[src/rtl/pipe_hazard_ctrl_if.sv]
// Signal bundle between the pipeline datapath (master) and the hazard controller (slave).
interface pipe_hazard_ctrl_if;
    logic [4:0]  id_rs;
    logic [4:0]  id_rt;
    logic        id_use_rs;
    logic        id_use_rt;
    logic [4:0]  exe_wbdst;
    logic        exe_regw;
    logic        exe_regw_src;
    logic        exe_stopnext;
    logic [4:0]  mem_wbdst;
    logic        mem_regw;
    logic        mem_wait;
    logic        pc_en;
    logic        ifid_en;
    logic        ifid_flush;
    logic        idexe_en;
    logic        idexe_flush;
    logic [1:0]  fwd_a;
    logic [1:0]  fwd_b;
    logic [1:0]  state;
    logic [15:0] stall_cnt;

    modport master (
        output id_rs, id_rt, id_use_rs, id_use_rt,
               exe_wbdst, exe_regw, exe_regw_src, exe_stopnext,
               mem_wbdst, mem_regw, mem_wait,
        input  pc_en, ifid_en, ifid_flush, idexe_en, idexe_flush,
               fwd_a, fwd_b, state, stall_cnt
    );

    modport slave (
        input  id_rs, id_rt, id_use_rs, id_use_rt,
               exe_wbdst, exe_regw, exe_regw_src, exe_stopnext,
               mem_wbdst, mem_regw, mem_wait,
        output pc_en, ifid_en, ifid_flush, idexe_en, idexe_flush,
               fwd_a, fwd_b, state, stall_cnt
    );
endinterface

[src/rtl/pipe_hazard_ctrl.sv]
// 5-stage pipeline hazard controller: forwarding select, stall/flush control, stall counter.
// Optional macro PIPE_FWD_EN enables EXE/MEM bypass; otherwise every RAW hazard bubbles.
module pipe_hazard_ctrl (
    input  logic              clk,
    input  logic              rst,
    pipe_hazard_ctrl_if.slave hz
);
    typedef enum logic [1:0] {
        RUN   = 2'b00,
        LDUSE = 2'b01,
        FLUSH = 2'b10,
        WAIT  = 2'b11
    } hz_state_e;

    hz_state_e   state_q, state_d;
    logic        pend_q, pend_d;
    logic [15:0] cnt_q;

    logic rs_hit_e, rt_hit_e, rs_hit_m, rt_hit_m;
    logic load_use, hazard;
    logic pc_en_c, ifid_en_c, ifid_flush_c, idexe_en_c, idexe_flush_c;
    logic [1:0] fwd_a_c, fwd_b_c;

    assign rs_hit_e = hz.exe_regw && (hz.exe_wbdst != '0) && (hz.exe_wbdst == hz.id_rs);
    assign rt_hit_e = hz.exe_regw && (hz.exe_wbdst != '0) && (hz.exe_wbdst == hz.id_rt);
    assign rs_hit_m = hz.mem_regw && (hz.mem_wbdst != '0) && (hz.mem_wbdst == hz.id_rs);
    assign rt_hit_m = hz.mem_regw && (hz.mem_wbdst != '0) && (hz.mem_wbdst == hz.id_rt);

    assign load_use = hz.exe_regw_src &&
                      ((hz.id_use_rs && rs_hit_e) || (hz.id_use_rt && rt_hit_e));

`ifdef PIPE_FWD_EN
    assign hazard  = load_use;
    assign fwd_a_c = (rs_hit_e && !hz.exe_regw_src) ? 2'b01 :
                     rs_hit_m                       ? 2'b10 : 2'b00;
    assign fwd_b_c = (rt_hit_e && !hz.exe_regw_src) ? 2'b01 :
                     rt_hit_m                       ? 2'b10 : 2'b00;
`else
    // No bypass: non-load EXE hits and MEM hits stall as well, in addition to load-use.
    assign hazard  = load_use ||
                     (hz.id_use_rs && ((rs_hit_e && !hz.exe_regw_src) || rs_hit_m)) ||
                     (hz.id_use_rt && ((rt_hit_e && !hz.exe_regw_src) || rt_hit_m));
    assign fwd_a_c = '0;
    assign fwd_b_c = '0;
`endif

    always_comb begin
        state_d       = RUN;
        pend_d        = 1'b0;
        pc_en_c       = 1'b1;
        ifid_en_c     = 1'b1;
        ifid_flush_c  = 1'b0;
        idexe_en_c    = 1'b1;
        idexe_flush_c = 1'b0;

        // A redirect seen while frozen is held and replayed once memory releases.
        if (hz.mem_wait) begin
            state_d = WAIT;
            pend_d  = pend_q | hz.exe_stopnext;
        end else if (hz.exe_stopnext || pend_q) begin
            state_d = FLUSH;
        end else if (hazard) begin
            state_d = LDUSE;
        end

        unique case (state_d)
            RUN: ;
            LDUSE: begin
                pc_en_c       = 1'b0;
                ifid_en_c     = 1'b0;
                idexe_flush_c = 1'b1;
            end
            FLUSH: begin
                ifid_flush_c  = 1'b1;
                idexe_flush_c = 1'b1;
            end
            WAIT: begin
                pc_en_c    = 1'b0;
                ifid_en_c  = 1'b0;
                idexe_en_c = 1'b0;
            end
        endcase

        if (!rst) begin
            pc_en_c       = 1'b1;
            ifid_en_c     = 1'b1;
            ifid_flush_c  = 1'b0;
            idexe_en_c    = 1'b1;
            idexe_flush_c = 1'b0;
        end
    end

    always_ff @(posedge clk or negedge rst) begin
        if (!rst) begin
            state_q <= RUN;
            pend_q  <= 1'b0;
            cnt_q   <= '0;
        end else begin
            state_q <= state_d;
            pend_q  <= pend_d;
            if (!pc_en_c && (cnt_q != '1))
                cnt_q <= cnt_q + 16'd1;
        end
    end

    assign hz.pc_en       = pc_en_c;
    assign hz.ifid_en     = ifid_en_c;
    assign hz.ifid_flush  = ifid_flush_c;
    assign hz.idexe_en    = idexe_en_c;
    assign hz.idexe_flush = idexe_flush_c;
    assign hz.fwd_a       = rst ? fwd_a_c : 2'b00;
    assign hz.fwd_b       = rst ? fwd_b_c : 2'b00;
    assign hz.state       = state_q;
    assign hz.stall_cnt   = cnt_q;
endmodule
[src/flat_wrapper.sv]
// flat-port wrapper written by rule: the top's interface ports become plain ports
module pipe_hazard_ctrl_flat 
  (clk, rst, hz_id_rs, hz_id_rt, hz_id_use_rs, hz_id_use_rt, hz_exe_wbdst, hz_exe_regw, hz_exe_regw_src, hz_exe_stopnext, hz_mem_wbdst, hz_mem_regw, hz_mem_wait, hz_pc_en, hz_ifid_en, hz_ifid_flush, hz_idexe_en, hz_idexe_flush, hz_fwd_a, hz_fwd_b, hz_state, hz_stall_cnt);
  pipe_hazard_ctrl_if hz_i ();
  input  logic clk;
  input  logic rst;
  input wire logic [$bits(hz_i.id_rs)-1:0] hz_id_rs;
  input wire logic [$bits(hz_i.id_rt)-1:0] hz_id_rt;
  input wire logic [$bits(hz_i.id_use_rs)-1:0] hz_id_use_rs;
  input wire logic [$bits(hz_i.id_use_rt)-1:0] hz_id_use_rt;
  input wire logic [$bits(hz_i.exe_wbdst)-1:0] hz_exe_wbdst;
  input wire logic [$bits(hz_i.exe_regw)-1:0] hz_exe_regw;
  input wire logic [$bits(hz_i.exe_regw_src)-1:0] hz_exe_regw_src;
  input wire logic [$bits(hz_i.exe_stopnext)-1:0] hz_exe_stopnext;
  input wire logic [$bits(hz_i.mem_wbdst)-1:0] hz_mem_wbdst;
  input wire logic [$bits(hz_i.mem_regw)-1:0] hz_mem_regw;
  input wire logic [$bits(hz_i.mem_wait)-1:0] hz_mem_wait;
  output wire logic [$bits(hz_i.pc_en)-1:0] hz_pc_en;
  output wire logic [$bits(hz_i.ifid_en)-1:0] hz_ifid_en;
  output wire logic [$bits(hz_i.ifid_flush)-1:0] hz_ifid_flush;
  output wire logic [$bits(hz_i.idexe_en)-1:0] hz_idexe_en;
  output wire logic [$bits(hz_i.idexe_flush)-1:0] hz_idexe_flush;
  output wire logic [$bits(hz_i.fwd_a)-1:0] hz_fwd_a;
  output wire logic [$bits(hz_i.fwd_b)-1:0] hz_fwd_b;
  output wire logic [$bits(hz_i.state)-1:0] hz_state;
  output wire logic [$bits(hz_i.stall_cnt)-1:0] hz_stall_cnt;
  assign hz_i.id_rs = hz_id_rs;
  assign hz_i.id_rt = hz_id_rt;
  assign hz_i.id_use_rs = hz_id_use_rs;
  assign hz_i.id_use_rt = hz_id_use_rt;
  assign hz_i.exe_wbdst = hz_exe_wbdst;
  assign hz_i.exe_regw = hz_exe_regw;
  assign hz_i.exe_regw_src = hz_exe_regw_src;
  assign hz_i.exe_stopnext = hz_exe_stopnext;
  assign hz_i.mem_wbdst = hz_mem_wbdst;
  assign hz_i.mem_regw = hz_mem_regw;
  assign hz_i.mem_wait = hz_mem_wait;
  assign hz_pc_en = hz_i.pc_en;
  assign hz_ifid_en = hz_i.ifid_en;
  assign hz_ifid_flush = hz_i.ifid_flush;
  assign hz_idexe_en = hz_i.idexe_en;
  assign hz_idexe_flush = hz_i.idexe_flush;
  assign hz_fwd_a = hz_i.fwd_a;
  assign hz_fwd_b = hz_i.fwd_b;
  assign hz_state = hz_i.state;
  assign hz_stall_cnt = hz_i.stall_cnt;
  pipe_hazard_ctrl u_core (.clk(clk), .rst(rst), .hz(hz_i));
endmodule
[config.mk]
export PLATFORM = sky130hd
export DESIGN_NAME = pipe_hazard_ctrl_flat
export DESIGN_NICKNAME = d
export VERILOG_FILES = /design/src/rtl/pipe_hazard_ctrl_if.sv /design/src/rtl/pipe_hazard_ctrl.sv /design/src/flat_wrapper.sv
export SDC_FILE = /design/constraint.sdc
export NUM_CORES = 1
export LEC_CHECK = 0
export BUFFER_PORTS_ARGS = -buffer_cell sky130_fd_sc_hd__buf_2
export CAP_MARGIN = 20
export CELL_PAD_IN_SITES_DETAIL_PLACEMENT = 0
export CELL_PAD_IN_SITES_GLOBAL_PLACEMENT = 1
export CORE_MARGIN = 4
export CORE_UTILIZATION = 34
export CTS_CLUSTER_DIAMETER = 200
export DETAILED_ROUTE_END_ITERATION = 7
export GPL_ROUTABILITY_DRIVEN = 0
export HOLD_SLACK_MARGIN = 0.1
export PLACE_DENSITY_LB_ADDON = 0.1
export SLEW_MARGIN = 40
export SYNTH_ARGS = -nofsm -noshare
export SYNTH_HDL_FRONTEND = slang
export SYNTH_SLANG_ARGS = --single-unit
[constraint.sdc]
create_clock -name clk -period 3.4 [get_ports clk]
set_clock_uncertainty 0.2 [all_clocks]
set_input_delay 0.68 -clock clk [delete_from_list [all_inputs] [get_ports clk]]
set_output_delay 0.68 -clock clk [all_outputs]
set_load 0.005 [all_outputs]
==> results by group <==
Status
  • Status: finished, final reports clean

Setup path
  • Critical path's most frequent cell: buf_2
  • Critical path depth in cells: 8
  • Data arrival at the endpoint of the critical path: roughly 2400 ps
  • Startpoint of the worst-slack reg-to-reg timing path: u_core.hz.stall_cnt[0]$_DFFE_PN0P_
  • Critical Path Start Type: primary input
  • End of the worst register-to-register path: u_core.hz.stall_cnt[15]$_DFFE_PN0P_
  • CP max FO: 3
  • Crit path capture type: output port
  • Count of buffering cells on the critical path with inverters included: 2
  • Length in cells of the worst reg-to-reg path: 7
  • Startpoint-to-endpoint class of the critical path: primary input to output port
  • Cells along the critical path: buf_2 > or4_1 > o21a_1 > a22o_2 > a21oi_1 > ha_1 > nor2b_1 > buf_2
  • Slowest Stage Delay on Critical Path: around 510 ps
  • Critical Path Start: hz_exe_wbdst[1]
  • Required time of the critical path: 2520 ps
  • CP max stage cell: or4_1
  • Capturing instance or port of the critical path: hz_idexe_flush
  • Flop-to-flop setup slack: 1120 ps
  • Crit path max-delay family: compound AO/OA/AOI/OAI gates

Clock network
  • Clock tree from TritonCTS: done
  • Number of buffers inserted by post-CTS setup repair: 0
  • Total of hold buffers inserted after clock tree synthesis: 0
  • CTS Buf Count: 3
  • Clock insertion delay at the later pin of the skew report: approximately 250 ps
  • CTS Buffer Depth: 2
  • Cts repair resizes: 0
  • Clock tree sinks: 19
  • H-tree depth: 1
  • Root buf cell: clkbuf_8
  • Clock-pin slew of the registers on the worst-case setup and hold paths: 70 ps

Global route
  • Vias in the first global route: ~1000
  • Global route overflow: 0
  • First-pass GRT wire length: 4730 µm
  • Number of antenna violations at the first check in global routing: 0
  • Maximum number of pins on one net before global-route repair: 23
  • All-Layer GR Usage: around an eighth

Finish
  • Post-layout instance area: roughly 0.0016 mm²
  • Diode count: 0
  • Ratio of cells with drive above 1 in the final layout: about a third
  • Final net count: 214
  • Final Instance Count excl. Fillers: roughly 230
  • Final-layout fill cell count: 347
  • Area delta synth->final: 27.1%
  • Utilization of the core after routing: 46.5%

Timing
  • Minimum period implied by the final worst setup slack: around 3300 ps
  • Setup repair after global routing missed its margin: false
  • Fmax: 304 MHz
  • Max-slew violation total from the final report: 0
  • Number of failing hold endpoints at the final stage: 0
  • Final cycle utilization of the critical path: 96.9%
  • Worst Slack Setup Final: 106 ps
  • Fin Setup TNS: 0 ps
  • Smallest hold slack: approximately 190 ps
  • Final number of setup-violating endpoints: 0

Drt
  • 1st-pass router iterations: 4
  • Total wire length: slightly below 3000 µm
  • Vias after detailed routing: approximately 1100
  • Detail-routed via count per cell: around 4.8
  • Average detailed-routed wire length per instance: 12.8 µm
  • Number of DRC violations after detailed routing: 0
  • Detailed router's first-iteration violation count: 61
  • Number of routed nets with antenna violations: 0

Placement
  • Worst slack at placement: ~120 ps
  • Cell Area, Placed: ~0.0016 mm²
  • Detailed placement HPWL: between 2000 and 2500 µm
  • Cell total after placement: 224
  • Port Buffer Count: 50

Power
  • Standby leakage power: approximately 0.75 nW
  • Maximum vdd drop: between 0.00015 and 0.0002 V
  • Power per unit of standard cell area: 402 mW/mm²
  • Total Power Consumption: around 640 µW

Synthesis
  • Number of warnings reported in the yosys synthesis log: 0
  • Mean Syn Cell Area: about 9.8 µm²
  • Netlist area before placement: around 0.0013 mm²
  • Number of register bits inferred by synthesis: 19
  • Count of cell types in the netlist: 34
  • Synthesized instance count: approximately 130
  • Seq/Total Area, Yosys: between 30% and 40%

Floorplanning
  • Cell Rows: 21
  • Core footprint: 0.00344 mm²
  • Num ports: 56
  • Horiz. Die Dim: a little under 70 µm
  • Initial cell density of the core: between 30% and 40%
  • Full die area: ~0.0047 mm²
  • Die Height: ~69 µm

Flow run
  • Max-cap violations: 0

Worst hold path
  • Type of the worst min-delay path: primary input to asynchronous set/reset pin
## cell usage after synthesis
master | instances | area (µm²)
nor3_1 | 4 | 20.0
xnor2_1 | 21 | 184
inv_1 | 2 | 7.51
o22ai_1 | 2 | 12.5
a22o_2 | 1 | 10.0
or2_2 | 2 | 12.5
nor4_1 | 8 | 50.1
clkbuf_1 | 1 | 3.75
or3_1 | 2 | 12.5
nor4b_1 | 2 | 17.5
o21a_1 | 2 | 15.0
mux2_1 | 2 | 22.5
mux2_4 | 1 | 15.0
xor2_1 | 12 | 105
a221oi_4 | 1 | 26.3
and4_1 | 1 | 8.76
or4_1 | 2 | 15.0
o21ai_0 | 1 | 5.00
and3_1 | 1 | 6.26
nand2b_1 | 1 | 6.26
a21oi_1 | 1 | 5.00
and2_1 | 1 | 6.26
dfrtp_1 | 19 | 475
buf_6 | 1 | 11.3
nor3b_1 | 1 | 7.51
nand3_1 | 7 | 35.0
nand4_1 | 4 | 25.0
nor2_1 | 2 | 7.51
ha_1 | 2 | 25.0
nand2_1 | 12 | 45.0
buf_4 | 5 | 37.5
conb_1 | 1 | 3.75
nor2b_1 | 2 | 12.5
nor2_2 | 1 | 6.26
## kinds of logic (layout without fill, tap and decap cells)
| logic type | after synthesis | in the layout | share of synthesized area, % |
|---|---|---|---|
| adder cells (fa/ha/maj) | 2 | 2 | 1.99 |
| multiplexers | 3 | 3 | 2.98 |
| other | 1 | 4 | 0.298 |
| buffers and inverters | 9 | 60 | 4.77 |
| flip-flops | 19 | 19 | 37.8 |
| XOR/XNOR | 33 | 33 | 23.0 |
| AO/OA/AOI/OAI | 8 | 8 | 5.86 |
| AND/OR/NAND/NOR | 53 | 53 | 23.4 |
## where the power goes
group          internal (mW)  switching, mW  total (mW)
Combinational         0.0993         0.0860       0.185
Sequential             0.263         0.0403       0.303
Clock                 0.0832         0.0713       0.154
Total                  0.446          0.198       0.643
## worst min path at each step
stage          cells past startpoint  slack, ps                                 from                                  end
6_report                           2        190                                  rst         u_core.hz.state[0]$_DFF_PN0_
5_1_grt                            2        210                                  rst  u_core.hz.stall_cnt[11]$_DFFE_PN0P_
4_1_cts                            2        200                                  rst  u_core.hz.stall_cnt[10]$_DFFE_PN0P_
3_5_place_dp                       1        270  u_core.hz.stall_cnt[10]$_DFFE_PN0P_  u_core.hz.stall_cnt[10]$_DFFE_PN0P_
3_3_place_gp                       1        270  u_core.hz.stall_cnt[10]$_DFFE_PN0P_  u_core.hz.stall_cnt[10]$_DFFE_PN0P_
2_1_floorplan                      0        180                                  rst   u_core.hz.stall_cnt[0]$_DFFE_PN0P_
## layer usage
metal  wire, µm  global-route usage, %
met5          0                      0
met4          0                   1.95
met3        228                   3.89
met2       1290                   18.9
met1       1390                   20.1
## layout make-up
cell class              count  area [µm²]  share of cell area [%]
clock buffers               4        45.0                    2.81
inverters                   2        7.51                   0.469
multi-input cells         103         734                    45.9
flip-flops and latches     19         475                    29.7
well taps                  46        57.6                    3.60
repair buffers             54         280                    17.5
## placed cells by master, fill, tap and decap left out, types with 3 or more instances in the layout
cell and count:
buf_2 50, buf_4 4, clkbuf_8 3, conb_1 4, dfrtp_1 19, nand2_1 12, nand3_1 7, nand4_1 4
nor3_1 4, nor4_1 8, xnor2_1 21, xor2_1 12
## sequential cells by signal (all words and copies together) (netlist names)
name and count:
u_core.hz.stall_cnt 16, u_core.hz.state 2, u_core.pend_q 1
(Power assumes the default switching activity.)
